<file path="src/rtl/race_pkg.sv">
`default_nettype none
// +--------------------------------------------------------------------------+
// | Module  : race_pkg                                                       |
// | Purpose : Shared constants for the dice-race engine: FSM state codes     |
// |           and event_flag encodings.                                      |
// | Rev     : 1.0  initial release                                           |
// +--------------------------------------------------------------------------+
package race_pkg;

  // FSM state encoding
  localparam logic [2:0] S_IDLE      = 3'd0;
  localparam logic [2:0] S_WAIT_ROLL = 3'd1;
  localparam logic [2:0] S_MOVE      = 3'd2;
  localparam logic [2:0] S_EVENT     = 3'd3;
  localparam logic [2:0] S_CHECK     = 3'd4;
  localparam logic [2:0] S_WIN       = 3'd5;

  // event_flag encodings
  localparam logic [1:0] EV_NONE = 2'b00;
  localparam logic [1:0] EV_FWD  = 2'b01;
  localparam logic [1:0] EV_BACK = 2'b10;

endpackage
`default_nettype wire

</file>
<file path="src/rtl/step_timer.sv">
`default_nettype none
// +--------------------------------------------------------------------------+
// | Module  : step_timer                                                     |
// | Purpose : Animation pacing counter. Counts 0..STEP_TICKS-1 while enable  |
// |           is high and emits a one-cycle tick on the terminal count.      |
// | Ports   : clk, reset (sync, active-high), clear (restart at 0),          |
// |           enable (count), tick (terminal-count pulse, combinational)     |
// | Rev     : 1.0  initial release                                           |
// +--------------------------------------------------------------------------+
module step_timer #(
  parameter int STEP_TICKS = 4
) (
  input  logic clk,
  input  logic reset,
  input  logic clear,
  input  logic enable,
  output logic tick
);

  localparam int c_cnt_w = (STEP_TICKS > 1) ? $clog2(STEP_TICKS) : 1;
  localparam logic [c_cnt_w-1:0] c_last = c_cnt_w'(STEP_TICKS - 1);

  logic [c_cnt_w-1:0] r_count;
  logic               w_term;

  assign w_term = (r_count == c_last);
  assign tick   = enable && !clear && w_term;

  always_ff @(posedge clk) begin
    if (reset || clear) begin
      r_count <= '0;
    end else if (enable) begin
      if (w_term) r_count <= '0;
      else        r_count <= r_count + 1'b1;
    end
  end

endmodule
`default_nettype wire

</file>
<file path="src/rtl/race_game_engine.sv">
`default_nettype none
// +--------------------------------------------------------------------------+
// | Module  : race_game_engine                                               |
// | Purpose : N-player dice-race engine. Accepts armed dice results, steps   |
// |           the current player square by square, applies event squares,    |
// |           handles exact-finish bounce-back, rotates turns, declares win. |
// | Ports   : clk, reset (sync, active-high), start, dice_valid, dice_value, |
// |           white_stable  -> inputs                                        |
// |           pos_flat, turn, turn_done, pos_valid, event_flag,              |
// |           winner_valid, winner_id, busy, steps_left -> outputs           |
// | Rev     : 1.0  initial release                                           |
// +--------------------------------------------------------------------------+
module race_game_engine
  import race_pkg::*;
#(
  parameter int                   NUM_PLAYERS = 2,
  parameter int                   BOARD_LEN   = 16,
  parameter int                   DICE_W      = 2,
  parameter int                   STEP_TICKS  = 12_500_000,
  parameter logic [BOARD_LEN-1:0] FWD_MASK    = 16'h0210,
  parameter logic [BOARD_LEN-1:0] BACK_MASK   = 16'h2000,
  parameter int                   EVENT_JUMP  = 2,
  parameter bit                   BOUNCE      = 1'b1,
  localparam int                  POS_W       = $clog2(BOARD_LEN),
  localparam int                  PID_W       = (NUM_PLAYERS > 2) ? $clog2(NUM_PLAYERS) : 1
) (
  input  logic                         clk,
  input  logic                         reset,
  input  logic                         start,
  input  logic                         dice_valid,
  input  logic [DICE_W-1:0]            dice_value,
  input  logic                         white_stable,
  output logic [NUM_PLAYERS*POS_W-1:0] pos_flat,
  output logic [PID_W-1:0]             turn,
  output logic                         turn_done,
  output logic                         pos_valid,
  output logic [1:0]                   event_flag,
  output logic                         winner_valid,
  output logic [PID_W-1:0]             winner_id,
  output logic                         busy,
  output logic [2:0]                   steps_left
);

  // One extra bit of headroom so +jump / -1 / -jump never wrap before clamping.
  localparam logic [POS_W:0]   c_goal     = (POS_W+1)'(BOARD_LEN - 1);
  localparam logic [POS_W:0]   c_jump     = (POS_W+1)'(EVENT_JUMP);
  localparam logic [PID_W-1:0] c_last_pid = PID_W'(NUM_PLAYERS - 1);

  logic [2:0]       r_state;
  logic [POS_W-1:0] r_pos [NUM_PLAYERS];
  logic [PID_W-1:0] r_turn;
  logic [PID_W-1:0] r_winner;
  logic             r_armed;
  logic             r_dir_back;
  logic [2:0]       r_steps;
  logic             r_pos_valid;
  logic             r_turn_done;
  logic [1:0]       r_event;

  logic [POS_W:0]   w_cur;
  logic [POS_W:0]   w_fwd;
  logic [POS_W:0]   w_step_pos;
  logic [POS_W:0]   w_jump_sum;
  logic [POS_W:0]   w_ev_fwd_pos;
  logic [POS_W:0]   w_ev_back_pos;
  logic             w_at_goal;
  logic             w_fwd_hit;
  logic             w_back_hit;
  logic             w_accept;
  logic             w_tick;

  assign w_cur         = {1'b0, r_pos[r_turn]};
  assign w_fwd         = w_cur + 1'b1;
  assign w_step_pos    = r_dir_back ? ((w_cur == '0) ? '0 : w_cur - 1'b1) : w_fwd;
  assign w_jump_sum    = w_cur + c_jump;
  assign w_ev_fwd_pos  = (w_jump_sum > c_goal) ? c_goal : w_jump_sum;
  assign w_ev_back_pos = (w_cur >= c_jump) ? (w_cur - c_jump) : '0;
  assign w_at_goal     = (w_cur == c_goal);
  // Event masks never apply on the goal square itself.
  assign w_fwd_hit     = !w_at_goal && FWD_MASK[r_pos[r_turn]];
  assign w_back_hit    = !w_at_goal && BACK_MASK[r_pos[r_turn]];
  assign w_accept      = (r_state == S_WAIT_ROLL) && dice_valid && r_armed;

  step_timer #(
    .STEP_TICKS (STEP_TICKS)
  ) u_step_timer (
    .clk    (clk),
    .reset  (reset),
    .clear  (w_accept),
    .enable (r_state == S_MOVE),
    .tick   (w_tick)
  );

  always_ff @(posedge clk) begin
    if (reset) begin
      r_state     <= S_IDLE;
      for (int p = 0; p < NUM_PLAYERS; p++) r_pos[p] <= '0;
      r_turn      <= '0;
      r_winner    <= '0;
      r_armed     <= 1'b0;
      r_dir_back  <= 1'b0;
      r_steps     <= '0;
      r_pos_valid <= 1'b0;
      r_turn_done <= 1'b0;
      r_event     <= EV_NONE;
    end else begin
      r_pos_valid <= 1'b0;
      r_turn_done <= 1'b0;
      r_event     <= EV_NONE;
      case (r_state)
        S_IDLE, S_WIN: begin
          if (start) begin
            for (int p = 0; p < NUM_PLAYERS; p++) r_pos[p] <= '0;
            r_turn   <= '0;
            r_winner <= '0;
            r_armed  <= 1'b0;
            r_state  <= S_WAIT_ROLL;
          end
        end
        S_WAIT_ROLL: begin
          if (w_accept) begin
            r_steps    <= 3'(dice_value) + 3'd1;
            r_armed    <= 1'b0;
            r_dir_back <= 1'b0;
            r_state    <= S_MOVE;
          end else if (white_stable) begin
            r_armed <= 1'b1;
          end
        end
        S_MOVE: begin
          if (w_tick) begin
            r_pos[r_turn] <= w_step_pos[POS_W-1:0];
            r_pos_valid   <= (w_step_pos != w_cur);
            if (!r_dir_back && (w_fwd == c_goal) && !BOUNCE) begin
              // Clamp mode: landing on the goal ends the move outright.
              r_steps <= '0;
              r_state <= S_EVENT;
            end else begin
              r_steps <= r_steps - 1'b1;
              if (!r_dir_back && (w_fwd == c_goal)) r_dir_back <= 1'b1;
              if (r_steps == 3'd1) r_state <= S_EVENT;
            end
          end
        end
        S_EVENT: begin
          if (w_fwd_hit) begin
            r_pos[r_turn] <= w_ev_fwd_pos[POS_W-1:0];
            r_pos_valid   <= (w_ev_fwd_pos != w_cur);
            r_event       <= EV_FWD;
          end else if (w_back_hit) begin
            r_pos[r_turn] <= w_ev_back_pos[POS_W-1:0];
            r_pos_valid   <= (w_ev_back_pos != w_cur);
            r_event       <= EV_BACK;
          end
          r_state <= S_CHECK;
        end
        S_CHECK: begin
          if (w_at_goal) begin
            r_winner <= r_turn;
            r_state  <= S_WIN;
          end else begin
            r_turn      <= (r_turn == c_last_pid) ? '0 : r_turn + 1'b1;
            r_turn_done <= 1'b1;
            r_armed     <= 1'b0;
            r_state     <= S_WAIT_ROLL;
          end
        end
        default: r_state <= S_IDLE;
      endcase
    end
  end

  for (genvar p = 0; p < NUM_PLAYERS; p++) begin : g_pos
    assign pos_flat[p*POS_W +: POS_W] = r_pos[p];
  end

  assign turn         = r_turn;
  assign turn_done    = r_turn_done;
  assign pos_valid    = r_pos_valid;
  assign event_flag   = r_event;
  assign winner_valid = (r_state == S_WIN);
  assign winner_id    = r_winner;
  assign busy         = (r_state == S_MOVE) || (r_state == S_EVENT) || (r_state == S_CHECK);
  assign steps_left   = r_steps;

endmodule
`default_nettype wire

</file>
<file path="config.mk">
export PLATFORM = sky130hd
export DESIGN_NAME = race_game_engine
export DESIGN_NICKNAME = d
export VERILOG_FILES = /design/src/rtl/race_pkg.sv /design/src/rtl/step_timer.sv /design/src/rtl/race_game_engine.sv
export SDC_FILE = /design/constraint.sdc
export NUM_CORES = 1
export LEC_CHECK = 0
export CORE_ASPECT_RATIO = 1.1
export CORE_MARGIN = 1.5
export CORE_UTILIZATION = 62
export DETAILED_ROUTE_END_ITERATION = 8
export DONT_BUFFER_PORTS = 1
export PLACE_DENSITY_LB_ADDON = 0.3
export SYNTH_ARGS = -nofsm -noshare
export SYNTH_HDL_FRONTEND = slang
export SYNTH_SLANG_ARGS = --single-unit
export TNS_END_PERCENT = 1
</file>
<file path="constraint.sdc">
create_clock -name clk -period 4.44 [get_ports clk]
set_clock_uncertainty 0.2 [all_clocks]
set_input_delay 0.888 -clock clk [delete_from_list [all_inputs] [get_ports clk]]
set_output_delay 0.888 -clock clk [all_outputs]
set_load 0.01 [all_outputs]
</file>
---- Yosys cells after proc, flatten, opt, wreduce, memory -nomap -nowiden ----
Memories as Yosys holds them, arrays and structs flattened. A register that Yosys moved wholly into a read port is not among the register bits.
Index checks and enable logic that the tools add are counted.
storage, ports and cells
  memory bits (writable) .................. 8
  word-level logic and storage cells ...... 145
  output and inout bits ................... 19
  memory bits (read-only) ................. 32
  bits in latches ......................... 0
  memories ................................ 3
  input bits .............................. 7
  register bits after elaboration ......... 38
cells by class
  $mul .................................... 0
  add/subtract/negate cells ............... 8
  reduce and logical (&&, ||, !) cells .... 29
  div/mod/pow operators ................... 0
  order comparisons ....................... 3
  bitwise operators ....................... 6
  mux-type cells .......................... 65
  shift-type cells ........................ 0
  equality and inequality tests ........... 20
memories
  name              depth  width  rd ports  clocked after Yosys merged registers in  write ports  RTL line                RTL
  (name not given)  16     1      1         0                                        0            race_game_engine.sv:81  assign w_back_hit = !w_at_goal && BACK_MASK[r_pos[r_turn]];
  (name not given)  16     1      1         0                                        0            race_game_engine.sv:80  assign w_fwd_hit = !w_at_goal && FWD_MASK[r_pos[r_turn]];
  r_pos             2      4      3         1                                        2            race_game_engine.sv:50  logic [POS_W-1:0] r_pos [NUM_PLAYERS];
operators by type and width
  kind                                                                              count
  1-bit two-way mux                                                                 40
  24-bit by 1-bit adder with 24-bit output (second input constant)                  1
  24-bit == test (second input constant)                                            1
  24-bit two-way mux                                                                1
  3-bit two-way mux                                                                 7
  4-bit two-way mux                                                                 5
  5-bit two-way mux                                                                 4
  5-bit by 4-bit inequality test with 1-bit output                                  3
  3-bit one-hot mux with 5 select lines                                             1
  2-bit inequality test (second input constant)                                     6
  4-bit AND reduction                                                               3
  3-bit AND reduction                                                               3
  1-bit one-hot mux with 2 select lines                                             4
  1-bit logical AND                                                                 7
  3-bit by 1-bit == test with 1-bit output (second input constant)                  2
  3-bit by 2-bit == test with 1-bit output (second input constant)                  2
  3-bit == test (second input constant)                                             2
  3-bit one-hot mux with 2 select lines                                             1
  2-bit OR reduction                                                                3
  4-bit by 1-bit adder with 5-bit output (second input constant)                    1
  4-bit by 2-bit adder with 5-bit output (second input constant)                    1
  5-bit by 4-bit == test with 1-bit output (second input constant)                  1
  5-bit by 4-bit greater-than comparator with 1-bit output (second input constant)  1
  5-bit logical NOT                                                                 1
  other kinds (21)                                                                  30

---- Longest topological paths before layout ----
Gate-level depths: netlist of the first run.
  depth after elaboration ................. 14
  mapped depth ............................ 10
  gate-level depth less buffers ........... 9

---- Modules after synthesis ----
A second synthesis of the first run with hierarchy kept.
unflattened totals
  cell total of the unflattened synthesis .. 336
  area total of the unflattened synthesis .. 2907.8 um2
by module, submodules not included
  module            instances  area each (um2)  cells an instance  sequential area each (um2)
  race_game_engine  1          1727.9           195                540.5
  step_timer        1          1179.9           141                480.5

---- Worst setup path before layout of the first run ----
OpenSTA, ideal clock, no wires.
  path kind ............................... register to register
  start ................................... register (tool-made name)
  end ..................................... memory r_pos[0][0] (netlist name), enable pin
  stages on the path, launching flop included .. 10
  setup time .............................. 0.307 ns
  period minus slack after synthesis ...... 2.923 ns
  required time ........................... 3.933 ns
  slack ................................... 1.517 ns
  arrival time ............................ 2.416 ns
  path buffers ............................ 1
  cell sequence ........................... dfxtp_1 buf_6 mux2i_1 inv_1 ha_1 nand4b_1 o21ai_1 a22oi_2 or2_1 nand2_1
RTL lines
  element    RTL line
  to (decl)  race_game_engine.sv:50

==> results.cfg, run 1 <==
[status]
run_status = finished, final reports clean

[die]
ioPinCount = 26
dieHeight_um = 73.6
die-area_um2 = 4950
row_count = 25
start_util_pct = 65.2
core_area_um2 = 4320
die-width_um = 67.2

[worst_setup_path]
r2r_end = r_pos[1][3]
critPathKind = reg -> reg
arrival_ps = 3550
rr_worst_depth = 9
rrSetupSlack_ps = 790
critPathCaptureType = flop
worst_setup_path_start_kind = flop
cp_max_fo = 11
critPathRequiredTime_ps = 4350

[cells_and_area]
drive_gt1_share_pct = 6.43
seq_area_um2 = 1020
multi_input_area_um2 = 1670
fin_area_um2 = 2880
syn2layout_area_growth_pct = 2.36
fillers = 362
diodes = 0
final_nets = 332

[yosys]
ys_types = 56
ys_top_cells_by_area = dfxtp_1, edfxtp_1, ha_1, nor2_1, xnor2_1
synth_ff_type = dfxtp_1
ys_warn_count = 0
ys_seq_elements = 47
yosys.area.top_type = dfxtp_1
synth_area_um2 = 2810
synth_top_area_share_pct = 27.8
synthArstFlopShare_pct = 0
synth_nets = 336
synth.yosys.seq_area_share_pct = 36.3
synth_edf_count = 8
yosys-top-cells-count = dfxtp_1, nor2_1, nand2_1, a21oi_1
netlist_instances = 314
syn_area_per_cell_um2 = 8.96

[place]
placed_area_um2 = 2800
hpwl_um = 4010
io_buffers = 0
gp_routability_congestion = 0.941

[sta]
setup_viol = 0
drv_slew = 0
period_share_pct = 82.2
tns_ps = 0
worst_slew_pin_slew_ps = 859
finalCriticalPeriod_ps = 3650
hold_viol = 0
rsz0062_at_grt = false
max_freq_mhz = 274
hold_slack_ps = 308
relSlewSlack_pct = 42.8

[routing]
dr.pass1.iters = 4
drtIter0Drc = 160
detail-route-antenna-nets = 0
routed_via_density = 6.02
drc = 0
drt-wirelength-per-cell_um = 14.8
wl_um = 5410
vias = 2198

[clocking]
ctsHoldBuffers = 0
post_cts_buffers = 0
clock_latency_ps = 300
cts_root_buf = clkbuf_8
cts_made_buffers = 5
cts_buffer_depth = 2
post_cts_resized = 0
clkTransAtPathRegs_ps = 90
htree_levels = 2
cts_tree = built
clock-sinks = 47

[run]
maxCapViolations = 0

[global_route]
gr-total-overflow = 0
grt_pass1_wl_um = 9030
grt_max_degree = 24
grt_pass1_vias = 2063
grtUsageTotal_pct = 23.7
antenna_found_initial = 0

[pwr]
leakage_nw = 1.02
totalPowerFinal_mw = 0.768
powerDensity_nw_per_um2 = 267
ir_drop_uv = 153

[worst_hold_path]
min_path_cells = 2
hold_path.class = reg -> reg
min_from = u_step_timer.r_count[11]
holdPathEnd = u_step_timer.r_count[11]
## cell type report
type	instances	area share (%)
Sequential cell	47	35.5
Tap cell	54	2.35
Inverter	10	1.30
Multi-Input combinational cell	246	58.1
Clock inverter	2	0.261
Clock buffer	6	2.52
## metrics by stage
step / setup slack, ps / util (%) / cells
floorplan: 1520 / - / 314
global placement: 1140 / 64.8 / 357
detailed placement: 915 / 64.8 / 357
CTS: 876 / 66.7 / 365
global route: 478 / 66.7 / 365
finish: 791 / 66.7 / 365
## placed cells by master (no fill, tap or decap), drive strengths merged, types with 10 or more instances in the layout
cell / synthesis / final
a21oi: 16 / 16
o21ai: 16 / 16
ha: 15 / 15
inv: 10 / 10
nand2: 26 / 26
dfxtp: 39 / 39
nand4: 13 / 13
xnor2: 15 / 15
nor2: 41 / 41
nor3: 10 / 10
## logic make-up (layout without fill, tap and decap cells)
logic type,count (synthesis),count (layout),synth area share (%)
AO/OA/AOI/OAI,58,58,13.3
XOR/XNOR,23,23,7.16
adder cells (fa/ha/maj),15,15,6.67
buffers and inverters,21,18,4.23
flip-flops,47,47,36.3
multiplexers,8,8,3.91
AND/OR/NAND/NOR,142,142,28.5
## worst max-delay path by stage
stage          start           to
2_1_floorplan   flop  r_pos[0][0]
5_1_grt         flop  r_pos[1][3]
3_3_place_gp    flop  r_pos[0][0]
3_5_place_dp    flop  r_pos[1][3]
4_1_cts         flop  r_pos[1][3]
6_report        flop  r_pos[1][3]
## flip-flops by register name, summed over array words and instances, names as in the netlist, 2 cells and up, named ones only
register	count
steps_left	3
r_pos	8
event_flag	2
r_state	3
u_step_timer.r_count	24
## where the power goes
part / internal (mW) / switching, mW / total (mW)
Clock: 0.108 / 0.138 / 0.245
Sequential: 0.439 / 0.0147 / 0.454
Combinational: 0.0266 / 0.0419 / 0.0686
## routing by layer
layer | track usage (%) | part of all wire [%]
met1 | 30.7 | 45
met2 | 39.1 | 48
met3 | 4.13 | 4.3
met4 | 9.07 | 2.5
met5 | 0 | 0
## worst max-delay path, cell delays in order, from the launching register on
cell and delay, ps:
dfxtp_1 670, mux2i_1 680, inv_1 270, ha_1 340, and3_1 210, nor3_1 260, a211oi_1 100, a211oi_1 270
a211oi_1 100, nor4b_1 350
(Power assumes the default switching activity.)
==> run 2, diff against run 1 <==
--- a/config.mk
+++ b/config.mk
@@ -7,7 +7,7 @@
 export LEC_CHECK = 0
 export CORE_ASPECT_RATIO = 1.1
 export CORE_MARGIN = 1.5
-export CORE_UTILIZATION = 62
+export CORE_UTILIZATION = 57
 export DETAILED_ROUTE_END_ITERATION = 8
 export DONT_BUFFER_PORTS = 1
 export PLACE_DENSITY_LB_ADDON = 0.3
==> constraint.sdc (replaced) <==
create_clock -name clk -period 3.2 [get_ports clk]
set_clock_uncertainty 0.2 [all_clocks]
set_input_delay 0.64 -clock clk [delete_from_list [all_inputs] [get_ports clk]]
set_output_delay 0.64 -clock clk [all_outputs]
set_load 0.01 [all_outputs]
==> run 2 against run 1 <==
  * Sequential share of layout area shrank 0.97 points
  * Die area grew 8.4%
  * Register-to-register slack lost 470 ps
  * Sequential power grew 39%
  * Worst setup slack lost 470 ps
  * Fmax grew 27%
  * Worst hold slack lost 120 ps
  * Total power grew 43%
  * Final area grew 2.8%
  * Core utilization shrank 3.5 points
  * Critical path type unchanged
  * Critical endpoint unchanged
  * Largest power group unchanged
==> results.cfg, run 2 (same netlist as run 1, synthesis figures left out) <==
[sta]
period_share_pct = 90.1
setup_slack_ps = 318
hold_viol = 0
rsz0062_at_grt = false
relSlewSlack_pct = 55.9
max_freq_mhz = 347
drv_slew = 0
finalCriticalPeriod_ps = 2880
setup_viol = 0
worst_slew_pin_slew_ps = 661
tns_ps = 0

[clocking]
clkTransAtPathRegs_ps = 90
htree_levels = 2
cts_buffer_depth = 2
ctsHoldBuffers = 0
clock_latency_ps = 300
cts_tree = built
cts_root_buf = clkbuf_8
cts_made_buffers = 5
post_cts_resized = 0
post_cts_buffers = 0
clock-sinks = 47

[routing]
drt-wirelength-per-cell_um = 15.1
drc = 0
routed_via_density = 5.97
detail-route-antenna-nets = 0
dr.pass1.iters = 4
wl_um = 5660
vias = 2244
drtIter0Drc = 159

[die]
ioPinCount = 26
die-area_um2 = 5370
row_count = 26
die-width_um = 70.0
core_area_um2 = 4680
dieHeight_um = 76.7
start_util_pct = 60.0

[worst_setup_path]
critPathKind = reg -> reg
rrSetupSlack_ps = 320
critPathCaptureType = flop
arrival_ps = 2790
worst_setup_path_start_kind = flop
critPathRequiredTime_ps = 3110
cp_max_fo = 5

[cells_and_area]
stdcell_count = 376
diodes = 0
drive_gt1_share_pct = 9.69
fillers = 427
layout_common_cells = nor2_1, dfxtp_1, nand2_1
top_register = u_step_timer.r_count
largest_reg_flops = 24
final_nets = 341
syn2layout_area_growth_pct = 5.25
top_regs = u_step_timer.r_count x24, r_pos x8

[run]
maxCapViolations = 0

[pwr]
powerDensity_nw_per_um2 = 372
leakage_nw = 1.07
totalPowerFinal_mw = 1.10
ir_drop_uv = 283

[status]
run_status = finished, final reports clean

[worst_hold_path]
hold_path.class = in -> reg

[place]
gp_routability_congestion = 0.916
hpwl_um = 4140
place_inst = 366
io_buffers = 0
dp_worst_setup_slack_ps = 225

[global_route]
grt_pass1_vias = 2142
grt_max_degree = 24
gr-total-overflow = 0
antenna_found_initial = 0
grt_pass1_wl_um = 9750
grtUsageTotal_pct = 22.4
[run 2: changes by cell type in the layout (fill, tap and decap cells not counted)]
cell / previous run / this run
clkinv_1: 2 / 0
buf_4: 0 / 9
clkbuf_8: 5 / 6
clkinv_2: 0 / 1
[run 2: routing by layer]
metal,wire (um),track usage [%]
met1,2550,28.8
met2,2640,35.1
met3,314,5.52
met4,154,11.0
met5,0,0
[run 2: layout make-up]
class | instances | area, um2 | share of cell area [%]
clock buffer | 7 | 86.3 | 2.92
clock inverter | 1 | 5.00 | 0.169
inverter | 10 | 37.5 | 1.27
multi-input combinational | 246 | 1670 | 56.5
sequential | 47 | 1020 | 34.5
tap | 56 | 70.1 | 2.37
timing repair buffer | 9 | 67.6 | 2.28
[run 2: power breakdown]
part | internal (mW) | switching, mW
Clock | 0.175 | 0.194
Combinational | 0.0422 | 0.0607
Sequential | 0.609 | 0.0200
Total | 0.826 | 0.275
[run 2: metrics by stage]
| step | utilization, % | hold slack (ps) | cell area [um2] |
|---|---|---|---|
| floorplan | - | 263 | 2810 |
| finish | 63.2 | 190 | 2960 |
| global route | 63.2 | 173 | 2960 |
| global placement | 60.9 | 282 | 2850 |
| CTS | 62.9 | 185 | 2950 |
| detailed placement | 60.9 | 291 | 2850 |
[run 2: critical path, cell delays in order, from the launching register on]
cell and delay, ps:
dfxtp_1 510, mux2i_4 350, inv_1 130, ha_1 250, and3_1 190, nor3_1 250, a211oi_1 110, a211oi_1 240
a211oi_1 110, nor4b_1 350
[run 2: final timing paths]
path                                                from                        to  cells past startpoint
worst max-delay path                                flop               r_pos[1][3]                      9
worst min-delay path                               reset                 winner_id                      1
worst max register to register                      flop               r_pos[1][3]                      9
worst min register to register  u_step_timer.r_count[17]  u_step_timer.r_count[17]                      2
